File: src/rtl/hamming_pkg.sv
// Shared Hamming (7,4) definitions: FSM state encoding, codeword bit positions
// and the syndrome function used by both the encoder and the decoder.
package hamming_pkg;

    typedef enum logic [1:0] {
        ST_IDLE = 2'd0,
        ST_DEC  = 2'd1,
        ST_OUT  = 2'd2
    } state_e;

    localparam int CODE_W = 7;
    localparam int DATA_W = 4;
    localparam int SYN_W  = 3;

    // code[7-p] holds Hamming position p.
    localparam int P1_BIT = 6;
    localparam int P2_BIT = 5;
    localparam int D1_BIT = 4;
    localparam int P4_BIT = 3;
    localparam int D2_BIT = 2;
    localparam int D3_BIT = 1;
    localparam int D4_BIT = 0;

    // Returns {s4,s2,s1}; a non-zero value is the position of a single flipped bit.
    function automatic logic [SYN_W-1:0] syndrome74(input logic [CODE_W-1:0] code);
        logic s1;
        logic s2;
        logic s4;
        s1 = code[P1_BIT] ^ code[D1_BIT] ^ code[D2_BIT] ^ code[D4_BIT];
        s2 = code[P2_BIT] ^ code[D1_BIT] ^ code[D3_BIT] ^ code[D4_BIT];
        s4 = code[P4_BIT] ^ code[D2_BIT] ^ code[D3_BIT] ^ code[D4_BIT];
        return {s4, s2, s1};
    endfunction

endpackage

File: src/rtl/hamming74_decode.sv
// Combinational Hamming (7,4) decoder: computes the syndrome, flips the single
// addressed bit and extracts the data nibble {D1,D2,D3,D4}.
module hamming74_decode
    import hamming_pkg::*;
(
    input  logic [CODE_W-1:0] code,
    output logic [DATA_W-1:0] data,
    output logic [SYN_W-1:0]  syndrome,
    output logic              corrected
);

    logic [CODE_W-1:0] fixed_code;
    logic [SYN_W-1:0]  flip_idx;

    // NOTE: every output of a combinational block gets a default on entry, so no path can leave one unassigned and infer a latch.
    always_comb begin
        syndrome   = syndrome74(code);
        corrected  = (syndrome != '0);
        flip_idx   = 3'd7 - syndrome;
        fixed_code = code;
        if (corrected) begin
            fixed_code[flip_idx] = ~code[flip_idx];
        end
        data = {fixed_code[D1_BIT], fixed_code[D2_BIT], fixed_code[D3_BIT], fixed_code[D4_BIT]};
    end

endmodule

File: src/rtl/hamming_decode_arbiter.sv
// Round-robin arbiter sharing one Hamming (7,4) decode/correct datapath among
// NUM_CH valid/ready channels, with a tagged output and a saturating error count.
module hamming_decode_arbiter
    import hamming_pkg::*;
#(
    parameter  int NUM_CH = 4,
    parameter  int CNT_W  = 16,
    localparam int CH_W   = $clog2(NUM_CH)
) (
    input  logic                     clk,
    input  logic                     rst,
    input  logic [NUM_CH-1:0]        req_valid,
    input  logic [CODE_W*NUM_CH-1:0] req_code,
    output logic [NUM_CH-1:0]        req_ready,
    output logic                     out_valid,
    input  logic                     out_ready,
    output logic [DATA_W-1:0]        out_data,
    output logic [CH_W-1:0]          out_ch,
    output logic                     out_corrected,
    output logic [SYN_W-1:0]         out_syndrome,
    input  logic                     err_clr,
    output logic [CNT_W-1:0]         err_count
);

    localparam logic [CH_W:0]   CH_CNT  = (CH_W+1)'(NUM_CH);
    localparam logic [CH_W-1:0] LAST_CH = CH_W'(NUM_CH - 1);

    state_e state_q, state_d;

    logic [CH_W-1:0]   ptr_q, ptr_d;
    logic [CH_W-1:0]   ch_q, ch_d;
    logic [CODE_W-1:0] code_q, code_d;

    logic              out_valid_q, out_valid_d;
    logic [DATA_W-1:0] out_data_q, out_data_d;
    logic [CH_W-1:0]   out_ch_q, out_ch_d;
    logic              out_corrected_q, out_corrected_d;
    logic [SYN_W-1:0]  out_syndrome_q, out_syndrome_d;
    logic [CNT_W-1:0]  err_count_q, err_count_d;

    logic              grant_found;
    logic [CH_W-1:0]   grant_idx;
    logic [CH_W:0]     arb_sum;
    logic              in_fire;
    logic              out_fire;

    logic [DATA_W-1:0] dec_data;
    logic [SYN_W-1:0]  dec_syndrome;
    logic              dec_corrected;

    // Round-robin search starting at ptr_q, wrapping modulo NUM_CH.
    always_comb begin
        grant_found = 1'b0;
        grant_idx   = '0;
        arb_sum     = '0;
        for (int i = 0; i < NUM_CH; i++) begin
            arb_sum = {1'b0, ptr_q} + (CH_W+1)'(i);
            if (arb_sum >= CH_CNT) begin
                arb_sum = arb_sum - CH_CNT;
            end
            if (!grant_found && req_valid[arb_sum[CH_W-1:0]]) begin
                grant_found = 1'b1;
                grant_idx   = arb_sum[CH_W-1:0];
            end
        end
    end

    // Handshakes are suppressed while rst is high so nothing completes in a reset cycle.
    assign in_fire  = (state_q == ST_IDLE) && grant_found && !rst;
    assign out_fire = (state_q == ST_OUT) && out_ready && !rst;

    // FSM state register.
    // NOTE: sequential state is assigned with <= so every flop samples pre-edge values regardless of statement order.
    always_ff @(posedge clk) begin
        if (rst) begin
            state_q <= ST_IDLE;
        end else begin
            state_q <= state_d;
        end
    end

    // FSM next-state logic.
    always_comb begin
        state_d = state_q;
        case (state_q)
            ST_IDLE: if (grant_found) state_d = ST_DEC;
            ST_DEC:  state_d = ST_OUT;
            ST_OUT:  if (out_ready) state_d = ST_IDLE;
            default: state_d = ST_IDLE;
        endcase
    end

    // FSM outputs: one-hot grant only to a valid channel while idle.
    always_comb begin
        req_ready = '0;
        if (in_fire) begin
            req_ready[grant_idx] = 1'b1;
        end
    end

    hamming74_decode u_decode (
        .code      (code_q),
        .data      (dec_data),
        .syndrome  (dec_syndrome),
        .corrected (dec_corrected)
    );

    always_comb begin
        ptr_d           = ptr_q;
        ch_d            = ch_q;
        code_d          = code_q;
        out_valid_d     = out_valid_q;
        out_data_d      = out_data_q;
        out_ch_d        = out_ch_q;
        out_corrected_d = out_corrected_q;
        out_syndrome_d  = out_syndrome_q;
        err_count_d     = err_count_q;

        if (in_fire) begin
            code_d = req_code[CODE_W*int'(grant_idx) +: CODE_W];
            ch_d   = grant_idx;
            ptr_d  = (grant_idx == LAST_CH) ? '0 : grant_idx + 1'b1;
        end

        if (state_q == ST_DEC) begin
            out_valid_d     = 1'b1;
            out_data_d      = dec_data;
            out_ch_d        = ch_q;
            out_corrected_d = dec_corrected;
            out_syndrome_d  = dec_syndrome;
        end

        if (out_fire) begin
            out_valid_d = 1'b0;
        end

        // Clear has priority over a same-cycle increment.
        if (err_clr) begin
            err_count_d = '0;
        end else if (out_fire && out_corrected_q && (err_count_q != '1)) begin
            err_count_d = err_count_q + 1'b1;
        end
    end

    always_ff @(posedge clk) begin
        if (rst) begin
            ptr_q           <= '0;
            out_valid_q     <= 1'b0;
            out_data_q      <= '0;
            out_ch_q        <= '0;
            out_corrected_q <= 1'b0;
            out_syndrome_q  <= '0;
            err_count_q     <= '0;
        end else begin
            ptr_q           <= ptr_d;
            out_valid_q     <= out_valid_d;
            out_data_q      <= out_data_d;
            out_ch_q        <= out_ch_d;
            out_corrected_q <= out_corrected_d;
            out_syndrome_q  <= out_syndrome_d;
            err_count_q     <= err_count_d;
        end
    end

    // NOTE: the capture register carries no reset; it is always reloaded by a grant before the decoder result is used.
    always_ff @(posedge clk) begin
        code_q <= code_d;
        ch_q   <= ch_d;
    end

    assign out_valid     = out_valid_q;
    assign out_data      = out_data_q;
    assign out_ch        = out_ch_q;
    assign out_corrected = out_corrected_q;
    assign out_syndrome  = out_syndrome_q;
    assign err_count     = err_count_q;

endmodule

File: config.mk
export PLATFORM = sky130hd
export DESIGN_NAME = hamming_decode_arbiter
export DESIGN_NICKNAME = d
export VERILOG_FILES = /design/src/rtl/hamming_pkg.sv /design/src/rtl/hamming74_decode.sv /design/src/rtl/hamming_decode_arbiter.sv
export SDC_FILE = /design/constraint.sdc
export NUM_CORES = 1
export LEC_CHECK = 0
export CAP_MARGIN = 15
export CORE_UTILIZATION = 35
export DETAILED_ROUTE_END_ITERATION = 7
export PLACE_DENSITY = 0.69
export SYNTH_ARGS = -nofsm -noshare
export SYNTH_HDL_FRONTEND = slang
export SYNTH_SLANG_ARGS = --single-unit
File: constraint.sdc
create_clock -name clk -period 2.8 [get_ports clk]
set_input_delay 0.56 -clock clk [delete_from_list [all_inputs] [get_ports clk]]
set_output_delay 0.56 -clock clk [all_outputs]
set_load 0.05 [all_outputs]
==> impl_metrics.env <==
export IMPL_status="finished, final reports clean"
export IMPL_fmax_ghz=0.377
export IMPL_period_share=0.947
export IMPL_viasPerCell=4.92
export IMPL_async_flop_share=0
export IMPL_coreArea_um2=6790
export IMPL_synth_top_family_by_area="simple AND/OR/NAND/NOR gates"
export IMPL_ff_latch_area_um2=891
export IMPL_skew_ns=0.00884
export IMPL_grt_pass1_vias=1947
export IMPL_worstPathCellList="dlygate4sd2_1 > inv_2 > o22ai_1 > a221oi_2 > nor2b_4 > inv_1 > ha_1 > and2_1 > buf_12"
export IMPL_htreeDepth=2
export IMPL_cts_made_buffers=5
export IMPL_drv_slew=0
export IMPL_dp_worst_setup_slack_ns=-0.179
export IMPL_clkTransAtPathRegs_ns=0.09
export IMPL_synth_compound_area_frac=0.102
export IMPL_pwr_share_comb=0.339
export IMPL_cts_tree="yes"
export IMPL_gp_congestion=0.798
export IMPL_die_w_um=86.0
export IMPL_track_usage=0.148
export IMPL_dr_total_vias=2086
export IMPL_antenna_cells=0
export IMPL_ys_ff_latch=40
export IMPL_ant_nets=0
export IMPL_drt_wl_total_um=5250
export IMPL_drc=0
export IMPL_fillCellCount=640
export IMPL_overflow=0
export IMPL_cp_required_ns=2.24
export IMPL_final_cell_mix="58 x clkdlybuf4s50_1, 31 x dfxtp_1, 28 x nor2_1, 25 x mux2i_1, 14 x xnor2_1"
export IMPL_fp_dieH_um=86.0
export IMPL_min_period_ns=2.65
export IMPL_synth_enable_flop_cells=9
export IMPL_pwr_share_clk=0.267
export IMPL_first_pass_iters=4
export IMPL_synth_nets=299
export IMPL_yosysSeqAreaShare=0.360
export IMPL_cpPeakStageDelay_ns=0.29
export IMPL_power_switching_mw=0.589
export IMPL_pin_count=67
export IMPL_hpwl_um=3960
export IMPL_wl_per_cell_um=12.4
export IMPL_final_setup_tns_ns=0
export IMPL_p_leak_nw=1.27
export IMPL_seqPwrFrac=0.394
export IMPL_pwr_density_cell_nw_per_um2=524
export IMPL_placed_cell_area_um2=3280
export IMPL_multi_input_area_um2=1510
export IMPL_synth_ff_type="dfxtp_1"
export IMPL_p_int_mw=1.20
export IMPL_hp_class="flop to flop"
export IMPL_holdWs_ns=0.467
export IMPL_path_buf_inv=4
export IMPL_cts_sinks=40
export IMPL_path_max_fanout=4
export IMPL_path_depth=9
export IMPL_grt_max_degree=19
export IMPL_rows=30
export IMPL_clock_path_buffers=2
export IMPL_max_cap_violations=0
export IMPL_path_delay_family="buffers and inverters"
export IMPL_fin_nets=368
export IMPL_crit_path_start="req_valid[2]"
export IMPL_worst_slew_pin_slew_ns=0.598
export IMPL_cts_root_buf="clkbuf_8"
export IMPL_endpoint="req_ready[0]"
export IMPL_final_core_util=0.503
export IMPL_initial_core_util=0.364
export IMPL_yosys_mux_area_fraction=0.101
export IMPL_layout_commonest_cell="clkdlybuf4s50_1"
export IMPL_slew_headroom=0.598
export IMPL_synthSimpleGateAreaFrac=0.244
export IMPL_clk_latency_ns=0.30
export IMPL_stdcell_area_um2=3420
export IMPL_hold_viol=0
export IMPL_synth_area_um2=2470
export IMPL_die_area_um2=7400
export IMPL_setup_ws_ns=0.148
export IMPL_holdPathStages=2
export IMPL_cp_start_kind="input port"
export IMPL_area_delta_synth_final_pct=38.3
export IMPL_antenna_found_initial=0
export IMPL_r2r_end="out_data[1]"
export IMPL_post_synth_cell_area_avg_um2=9.58
export IMPL_rsz0062_at_grt="no"
export IMPL_vdd_drop_max_mv=0.260
export IMPL_worst_r2r_cell_count=5
export IMPL_drt_initial_drc_count=66
export IMPL_syn_inst=258
export IMPL_sw_frac_of_total=0.329
export IMPL_synthXorXnorAreaFrac=0.124
export IMPL_dp_cells=416
export IMPL_synth_cell_types=52
export IMPL_rr_startpoint="code_q[4]"
export IMPL_drive_gt1_frac=0.137
export IMPL_worst_ep_arrival_time_ns=2.09
export IMPL_p_total_mw=1.79
export IMPL_slowest_stage="dlygate4sd2_1"
export IMPL_endpoint_kind="output pin"
export IMPL_setup_viol=0
export IMPL_fin_cells=424
export IMPL_r2r_slack_ns=0.80
export IMPL_grt_pass1_wl_um=8830
export IMPL_yosys_warnings=0
export IMPL_port_buffers=66
export IMPL_synth_fa_ha_area_frac=0.0253
export IMPL_hold_buffers=0
export IMPL_path_class="input port to output pin"
[cell usage after synthesis, drive strengths merged (6+ instances only)]
master | instances | area (um2)
xnor2 | 19 | 238
edfxtp | 9 | 270
xor2 | 8 | 70.1
nor4 | 6 | 50.0
a211oi | 6 | 50.1
nand2 | 10 | 37.5
a21oi | 10 | 53.8
nand4 | 7 | 43.8
dfxtp | 31 | 621
nor3 | 10 | 50.1
nand3 | 13 | 65.1
nor2 | 28 | 105
buf | 9 | 67.6
mux2i | 25 | 250
[final cells by class]
type,instances,share of cell area
tap,96,0.0351
sequential,40,0.261
clock inverter,3,0.0121
clock buffer,5,0.0201
timing repair buffer,76,0.225
multi-input combinational,199,0.441
inverter,5,0.00549
[power groups by stage]
| stage | registers [mW] | logic (mW) | clock network, mW |
|---|---|---|---|
| 2_1_floorplan | 0.747 | 0.401 | 0 |
| 3_3_place_gp | 0.719 | 0.597 | 0 |
| 3_5_place_dp | 0.720 | 0.604 | 0 |
| 4_1_cts | 0.707 | 0.611 | 0.491 |
| 5_1_grt | 0.717 | 0.660 | 0.514 |
| 6_report | 0.707 | 0.608 | 0.479 |
[flip-flops by register name, summed over array words and instances, names as in the netlist]
register       cells
ch_q               2
code_q             7
err_count         16
out_ch             2
out_corrected      1
out_data           4
out_syndrome       3
out_valid          1
ptr_q              2
state_q            2
[repair_timing]
item	4_1_cts	5_1_grt
setup endpoints to repair	4	0
gates resized for setup	11	0
hold endpoints to repair	0	0
buffers inserted	0	0
[worst reg2reg max path, cell delays in order (launching register included)]
cell,delay [ns]
edfxtp_1,0.62
xnor2_4,0.27
xnor2_4,0.30
a22oi_2,0.12
or3_1,0.36
a41o_1,0.23
[worst min-delay path by stage]
stage | startpoint | endpoint
floorplan | ch_q[0] | out_ch[0]
global placement | out_ch[0] | out_ch[0]
detailed placement | out_ch[1] | out_ch[1]
CTS | out_ch[1] | out_ch[1]
global route | out_ch[0] | out_ch[0]
finish | out_ch[0] | out_ch[0]
[logic make-up after synthesis]
kind of cell	after synthesis
adder cells (fa/ha/maj)	5
AND/OR/NAND/NOR	109
AO/OA/AOI/OAI	33
multiplexers	25
XOR/XNOR	27
buffers and inverters	19
flip-flops	40
[per-layer routing]
layer	GRT usage	vias to the layer above	wire length (um)
met3	0.0327	6	205
li1	-	1073	-
met1	0.187	958	2500
met4	0.0409	0	64
met5	0	-	0
met2	0.253	49	2480
(Power assumes the default switching activity.)
